## src/rtl/safe_softmax_pkg.sv

```systemverilog
// Shared types and Q2.13 constants for the safe-softmax row controller.
package safe_softmax_pkg;

    typedef enum logic [1:0] {LOAD, EXP, SUM} sm_state_e;

    localparam int Q_FRAC = 13;
    localparam logic [15:0] Q_ONE = 16'd8192;
    localparam logic signed [15:0] EXP_X_MIN = 16'sh8000;

endpackage

```

## src/rtl/softmax_row_buf.sv

```systemverilog
// Row score buffer: ROW_LEN x D_W registers, one write port and one asynchronous read port.
module softmax_row_buf #(
    parameter int D_W     = 16,
    parameter int ROW_LEN = 64,
    parameter int ADDR_W  = $clog2(ROW_LEN)
) (
    input  logic              clk,
    input  logic              wr_en,
    input  logic [ADDR_W-1:0] wr_addr,
    input  logic [D_W-1:0]    wr_data,
    input  logic [ADDR_W-1:0] rd_addr,
    output logic [D_W-1:0]    rd_data
);

    logic [D_W-1:0] mem [ROW_LEN];

    always_ff @(posedge clk) begin
        if (wr_en) begin
            mem[wr_addr] <= wr_data;
        end
    end

    assign rd_data = mem[rd_addr];

endmodule

```

## src/rtl/safe_softmax_row_ctrl.sv

```systemverilog
// Buffers one score row, tracks its max, then streams exp(x - max) through the shared exp unit.
// Optional saturation counter on O_SAT_CNT is enabled by defining SOFTMAX_SAT_CNT_EN.
//
// state | meaning
// LOAD  | accepting scores into the row buffer, tracking the running max
// EXP   | presenting x - max to the exp unit and streaming results out
// SUM   | one-cycle O_SUM_VALID pulse, then back to LOAD with the row cleared
module safe_softmax_row_ctrl
    import safe_softmax_pkg::*;
#(
    parameter int D_W     = 16,
    parameter int ROW_LEN = 64,
    parameter int SUM_W   = D_W + $clog2(ROW_LEN)
) (
    input  logic                         I_CLK,
    input  logic                         I_RST_N,
    input  logic                         I_VALID,
    output logic                         O_READY,
    input  logic signed [D_W-1:0]        I_DATA,
    output logic [D_W-1:0]               O_EXP_X,
    input  logic [D_W-1:0]               I_EXP_Y,
    output logic                         O_VALID,
    input  logic                         I_READY,
    output logic [D_W-1:0]               O_DATA,
    output logic                         O_LAST,
    output logic [SUM_W-1:0]             O_SUM,
    output logic                         O_SUM_VALID
`ifdef SOFTMAX_SAT_CNT_EN
   ,output logic [$clog2(ROW_LEN+1)-1:0] O_SAT_CNT
`endif
);

    localparam int IDX_W = $clog2(ROW_LEN);
    localparam int RD_W  = $clog2(ROW_LEN + 1);

    sm_state_e state, state_nxt;

    logic [IDX_W-1:0]      wr_idx;
    logic [RD_W-1:0]       rd_idx;
    logic signed [D_W-1:0] row_max;
    logic signed [D_W-1:0] buf_rd;
    logic [SUM_W-1:0]      sum_acc;
    logic signed [D_W:0]   diff;
    logic                  beat;
    logic                  adv;
    logic                  rd_done;
    logic                  clamp;

    softmax_row_buf #(
        .D_W     (D_W),
        .ROW_LEN (ROW_LEN),
        .ADDR_W  (IDX_W)
    ) u_row_buf (
        .clk     (I_CLK),
        .wr_en   (beat),
        .wr_addr (wr_idx),
        .wr_data (I_DATA),
        .rd_addr (rd_idx[IDX_W-1:0]),
        .rd_data (buf_rd)
    );

    assign beat    = I_VALID & O_READY;
    assign rd_done = (rd_idx == RD_W'(ROW_LEN));

    // x <= max always, so the only overflow of the widened difference is below -4.0
    assign diff  = {buf_rd[D_W-1], buf_rd} - {row_max[D_W-1], row_max};
    assign clamp = (state == EXP) && !rd_done && (diff[D_W] != diff[D_W-1]);

    always_comb begin
        O_EXP_X = '0;
        if (state == EXP && !rd_done) begin
            O_EXP_X = clamp ? D_W'(EXP_X_MIN) : diff[D_W-1:0];
        end
    end

    always_ff @(posedge I_CLK) begin
        if (!I_RST_N) begin
            state <= LOAD;
        end else begin
            state <= state_nxt;
        end
    end

    always_comb begin
        state_nxt   = state;
        O_READY     = 1'b0;
        O_SUM_VALID = 1'b0;
        adv         = 1'b0;
        case (state)
            LOAD: begin
                O_READY = 1'b1;
                if (I_VALID && wr_idx == IDX_W'(ROW_LEN - 1)) begin
                    state_nxt = EXP;
                end
            end
            EXP: begin
                adv = !O_VALID || I_READY;
                if (O_VALID && I_READY && O_LAST) begin
                    state_nxt = SUM;
                end
            end
            SUM: begin
                O_SUM_VALID = 1'b1;
                state_nxt   = LOAD;
            end
            default: state_nxt = LOAD;
        endcase
    end

`ifdef SOFTMAX_SAT_CNT_EN
    logic [RD_W-1:0] sat_cnt;
    assign O_SAT_CNT = sat_cnt;

    always_ff @(posedge I_CLK) begin
        if (!I_RST_N || state == SUM) begin
            sat_cnt <= '0;
        end else if (state == EXP && adv && !rd_done) begin
            sat_cnt <= sat_cnt + RD_W'(clamp);
        end
    end
`endif

    always_ff @(posedge I_CLK) begin
        if (!I_RST_N) begin
            wr_idx  <= '0;
            rd_idx  <= '0;
            row_max <= '0;
            sum_acc <= '0;
            O_VALID <= 1'b0;
            O_LAST  <= 1'b0;
            O_DATA  <= '0;
            O_SUM   <= '0;
        end else begin
            case (state)
                LOAD: begin
                    if (beat) begin
                        if (wr_idx == '0 || I_DATA > row_max) begin
                            row_max <= I_DATA;
                        end
                        wr_idx <= (wr_idx == IDX_W'(ROW_LEN - 1)) ? '0 : wr_idx + 1'b1;
                    end
                end
                EXP: begin
                    if (adv) begin
                        if (!rd_done) begin
                            O_DATA  <= I_EXP_Y;
                            O_VALID <= 1'b1;
                            O_LAST  <= (rd_idx == RD_W'(ROW_LEN - 1));
                            sum_acc <= sum_acc + SUM_W'(I_EXP_Y);
                            rd_idx  <= rd_idx + 1'b1;
                        end else begin
                            O_VALID <= 1'b0;
                            O_LAST  <= 1'b0;
                        end
                    end
                    if (state_nxt == SUM) begin
                        O_SUM <= sum_acc;
                    end
                end
                SUM: begin
                    wr_idx  <= '0;
                    rd_idx  <= '0;
                    sum_acc <= '0;
                end
                default: ;
            endcase
        end
    end

endmodule

```

## config.mk

```make
export PLATFORM = sky130hd
export DESIGN_NAME = safe_softmax_row_ctrl
export DESIGN_NICKNAME = d
export VERILOG_FILES = /design/src/rtl/safe_softmax_pkg.sv /design/src/rtl/softmax_row_buf.sv /design/src/rtl/safe_softmax_row_ctrl.sv
export SDC_FILE = /design/constraint.sdc
export NUM_CORES = 1
export LEC_CHECK = 0
export BUFFER_PORTS_ARGS = -buffer_cell sky130_fd_sc_hd__buf_2
export CAP_MARGIN = 25
export CORE_MARGIN = 2
export CORE_UTILIZATION = 34
export CTS_BUF_LIST = sky130_fd_sc_hd__clkbuf_4 sky130_fd_sc_hd__clkbuf_8
export DETAILED_ROUTE_END_ITERATION = 10
export PLACE_DENSITY_LB_ADDON = 0.3
export SLEW_MARGIN = 15
export SYNTH_ARGS = -nofsm -noshare
export SYNTH_HDL_FRONTEND = slang
export SYNTH_HIERARCHICAL = 1
export SYNTH_SLANG_ARGS = --single-unit
```

## constraint.sdc

```tcl
create_clock -name I_CLK -period 5 [get_ports I_CLK]
set_input_delay 1 -clock I_CLK [delete_from_list [all_inputs] [get_ports I_CLK]]
set_output_delay 1 -clock I_CLK [all_outputs]
set_load 0.1 [all_outputs]
```

Word level (Yosys, flattened, before mapping)
Memories as Yosys holds them, arrays and structs flattened. A register that Yosys moved wholly into a read port is not among the register bits.
Index checks and enable logic that the tools add are counted.
W data, S select, Z words.
Storage, ports and cells
  flip-flop bits (word level): 93
  bits in writable memories: 1024
  memories kept: 1
  word-level logic and storage cells: 69
  bits of input ports: 36
  output and inout port bits: 58
  latch bits: 0
  memory bits (read-only): 0
Cells by class
  reduce and logical (&&, ||, !) cells: 19
  order comparisons: 1
  add/sub/neg operators: 4
  shift operators: 0
  $mul: 0
  muxes and demuxes: 23
  eq/ne operators: 10
  div/mod/pow operators: 0
  bitwise operators: 2
Memory list
  u_row_buf.mem: depth 64, width 16, rd ports 1, clocked after Yosys merged registers in 1, write ports 1, line softmax_row_buf.sv:15  | logic [D_W-1:0] mem [ROW_LEN];
Operators by type and width (count)
  $mux W22: 2
  $pmux W22 S2: 1
  $mux W16: 2
  $mux W6: 4
  $add A22 B16 Y22: 1
  $sub A16 B16 Y17: 1
  $gt A16 B16 Y1: 1
  $mux W7: 2
  $pmux W7 S2: 1
  $pmux W6 S2: 1
  $reduce_and A3 Y1: 3
  $add A7 B1 Y7 const B: 1
  $eq A7 B6 Y1 const B: 1
  $eq A7 B7 Y1 const B: 1
  $mux W1: 7
  $add A6 B1 Y6 const B: 1
  $eq A6 B6 Y1 const B: 1
  $logic_not A6 Y1: 1
  $ne A2 B2 Y1 const B: 3
  $reduce_and A2 Y1: 3
  $logic_and A1 B1 Y1: 5
  $eq A2 B2 Y1 const B: 2
  $mux W2: 2
  $pmux W2 S2: 1
  other kinds (8): 11

Logic depth before layout (Yosys ltp)
  depth after elaboration: 7
  gate-level depth with buffers: 21

Cells and area by module
Netlist, hierarchy kept.
By module, submodules not included
  softmax_row_buf: seq. area each 30749.5 µm², area each 39721.8 µm², cells each 1813, instances 1
  safe_softmax_row_ctrl: seq. area each 1861.8 µm², area each 5805.6 µm², cells each 707, instances 1

Least setup slack after synthesis
OpenSTA, ideal clock, no wires.
  path kind: flip-flop to output port
  start: reg rd_idx[0]
  end: out O_EXP_X[3]
  cell stages (with the launch flop): 19
  data arrival time: 6.003 ns
  setup slack: -2.003 ns
  path buffers: 4
  cells stage by stage: dfxtp_1 -> buf_6 -> buf_12 -> buf_6 -> buf_6 -> mux4_2 -> a22oi_1 -> a311oi_1 -> inv_1 -> ha_1 -> inv_1 -> fa_1 -> a211oi_2 -> o21bai_2 -> a2111oi_4 -> nor3_2 -> o211ai_2 -> nand3b_4 -> a211oi_1
On the way
  longest elaborated chain between the ends: 6
RTL lines
  from (decl): line safe_softmax_row_ctrl.sv:39  | logic [RD_W-1:0] rd_idx;
  from (signal assigned): line safe_softmax_row_ctrl.sv:150  | rd_idx <= rd_idx + 1'b1;
  $eq A7 B7 Y1 (*): line safe_softmax_row_ctrl.sv:63  | assign rd_done = (rd_idx == RD_W'(ROW_LEN));
  $logic_not A1 Y1 (*)
  $logic_and A1 B1 Y1 (*): line safe_softmax_row_ctrl.sv:67, safe_softmax_row_ctrl.sv:71
  $logic_and A1 B1 Y1: line safe_softmax_row_ctrl.sv:67  | assign clamp = (state == EXP) && !rd_done && (diff[D_W] != diff[D_W-1]);
  $mux W16: line safe_softmax_row_ctrl.sv:72  | O_EXP_X = clamp ? D_W'(EXP_X_MIN) : diff[D_W-1:0];
  $mux W16 (*): line safe_softmax_row_ctrl.sv:71  | if (state == EXP && !rd_done) begin
  to (decl): line safe_softmax_row_ctrl.sv:20  | output logic [D_W-1:0] O_EXP_X,
Every way passes the cells marked *; elsewhere a longest branch is shown, timed or not.

Worst setup path after layout
Ends and elaborated chain as after synthesis.

==> results.md <==
- Most frequent cells in the layout: 1024 x edfxtp_1, 321 x buf_4, 220 x mux4_2
- Num CTS Buffers: 183
- Die area: 137000 µm²
- Sink Count: 1117
- Crit start category: register
- Tmin final: 6.34 ns
- Top cells by area, synth: edfxtp_1 68%, mux4_2 11%, dfxtp_1 4.1%
- CTS tree: built
- Rel. slew slack: 35.4%
- Internal: 14.7 mW
- Worst path slowest cell: mux4_2
- DR DRC count: 0
- Placer Congestion: 0.894
- Antenna-violating nets left: 0
- Violated checks: setup timing
- Final Cycle Share: 127%
- Vias in the first global route: 26300
- Htree depth: 4
- Largest net degree at the start of global routing: 66
- Least-Margin Pin Slew: 0.969 ns
- Leakage power: 17.8 nW
- Routed vias: 26100
- # rows: 134
- Ys flop type: edfxtp_1
- CP arrival: 5.34 ns
- Core Area: 133000 µm²
- Worst EP required: 4.00 ns
- P&R area growth vs syn: 20.1%
- Worst-path maximum fanout: 6
- Sw Share: 22.1%
- Share of cells above drive strength 1: 33.5%
- Async SR Flop Fraction: 0%
- Worst Hold Class: primary input to register
- Post-synth cell types: 88
- Synth Area per Inst: 18.1 µm²
- Setup crit end kind: primary output
- Max Cap Violations: 0
- RSZ-0062 raised after global routing: yes
- Yosys top cell by area: edfxtp_1
- Clock transition at the registers of the reported paths: 0.06 ns
- Worst clock skew: 0.0408 ns
- Die width: 370 µm
- Initial core utilization: 34.2%
- Yosys warning count: 6
- Register bit total from synthesis: 1117
- Initial antenna violation count: 9
- Cell mode on critical path: buf_12
- Net switching power: 4.17 mW
- Drt first pass iters: 5
- Power per cell area: 345 nW/µm²
- Gr usage total: 18.2%
- Die Y: 370 µm
- Crit Path Class: register to primary output
- DR vias/cell: 5.29
- Post-DR wirelength/cell: 25.4 µm
- CP top delay family: compound AO/OA/AOI/OAI gates
- IO Pins: 94
- Fmax: 158 MHz
- Buffers on Ports: 93
- Final Hold Fails: 0
- Post-synth net total: 2610
- Number of setup violations in the final report: 16
- Clock Latency Late Sink: 0.85 ns
- Most common cell after layout, fill and taps aside: edfxtp_1
- Seq pwr share: 54.4%
- DR iter-0 viols: 2687
- Mapped Cells: 2520
- Synth top area share: 67.5%
- Pwr Total: 18.8 mW
- Detailed placement HPWL: 81300 µm
- Gr ovfl total: 0
- Setup slack after layout: -1.34 ns
- First-pass GRT wire length: 181000 µm
- CTS Root Cell: clkbuf_8
- Mapped Area: 45500 µm²
- Peak supply drop: 0.000222 V
- Clock share of power: 40.8%
- Slowest stage delay, CP: 0.52 ns
- Min Hold Slack: 0.435 ns
- Sequential element share of the synthesized area: 71.6%
- Max-slew violations: 0
- CTS max path bufs: 3
- Net count, final: 3125
- Status: finished, violations left
- Final wirelength: 126000 µm
- Critical-path cell list: buf_12 > buf_12 > buf_16 > mux4_2 > mux2_2 > nand2_2 > nand4_1 > and4_1 > ha_4 > a211oi_4 > o21bai_2 > a2111oi_4 > buf_4 > nor3_4 > o211ai_2 > nand3b_4 > buf_4 > a211oi_4 > buf_12
- Logic pwr share: 4.8%
- Worst path bufs/invs: 6
- Post-synth EDFFs: 1024
-- sequential cells by signal (all words and copies together), names as in the netlist, 2 cells and up --
name           cells
sum_acc           22
u_row_buf/mem   1024
O_DATA            16
state              2
rd_idx             7
wr_idx             6
row_max           16
O_SUM             22
-- cell usage after synthesis, drive strengths merged, types with 13 or more instances --
cell type,number
a31oi,13
nand3,36
a21boi,43
clkbuf,47
nor2b,40
nor2,124
mux2,27
edfxtp,1024
a211oi,19
a21o,13
inv,37
o21ai,36
mux4,224
xor2,17
nand4,18
a221oi,17
ha,52
buf,82
dfxtp,93
a22oi,40
nand2,207
a21oi,50
mux2i,103
-- layout make-up --
cell class | count | area [µm²]
fillers | 11900 | 78400
flip-flops and latches | 1117 | 32600
multi-input cells | 1237 | 12200
repair buffers | 459 | 3990
clock buffers | 253 | 3080
well taps | 1768 | 2210
clock inverters | 71 | 419
inverters | 37 | 139
diodes | 4 | 10.0
-- repair_timing --
item                       4_1_cts  5_1_grt
setup endpoints to repair       16       16
hold buffers                     0        0
gates resized for setup         34       15
gates cloned                     1        0
pin swaps                       24        9
buffers inserted                19        7
-- final timing paths --
check / cells after the start / slack [ns] / endpoint / start
hold reg to reg: 2 / 0.46 / row_max[15] / row_max[15]
hold / removal: 3 / 0.44 / O_DATA[11] / I_EXP_Y[11]
setup / recovery: 19 / -1.34 / O_EXP_X[3] / rd_idx[0]
setup reg to reg: 7 / 1.60 / u_row_buf/mem[46][5] / state[0]
-- through the flow --
stage	std cells	utilization, %	setup TNS (ns)	worst slack [ns]	area [µm²]
after floorplan	2520	-	-5.15	-0.700	45700
after global placement	4590	38.1	-7.45	-0.521	50700
after detailed placement	4590	38.1	-7.22	-0.530	50700
after CTS	4934	41.0	-20.98	-1.43	54500
after global routing	4943	41.1	-22.47	-1.49	54700
final	4946	41.1	-20.23	-1.34	54700
-- cell families (layout without fill, tap and decap cells) --
kind of cell	after synthesis	in the layout	synth area share (%)
muxes	354	354	14.0
adders and majority gates	54	54	1.52
xor gates and xnor gates	27	27	0.519
and+or+nand+nor	492	492	5.13
other	0	4	0
buffers and inverters	166	820	2.21
AOI/OAI and AO/OA	310	310	4.95
DFF	1117	1117	71.6
-- routing by layer --
| metal | global-route usage [%] | share of wire (%) |
|---|---|---|
| met1 | 25.5 | 44 |
| met2 | 28.8 | 47 |
| met3 | 3.88 | 7.6 |
| met4 | 4.46 | 1.9 |
| met5 | 0 | 0.065 |
-- power groups by stage --
stage / clock, mW / combinational, mW / sequential (mW)
3_3_place_gp: 0 / 0.850 / 10.4
6_report: 7.69 / 0.906 / 10.2
3_5_place_dp: 0 / 0.872 / 10.4
2_1_floorplan: 0 / 0.345 / 10.4
4_1_cts: 7.89 / 0.891 / 10.2
5_1_grt: 8.28 / 0.962 / 10.2
-- tightest hold or removal path: stages --
cell	delay, ns
buf_2	0.11
nand2_1	0.04
a21boi_0	0.06
No activity file was read; power rests on OpenSTA's default activity.
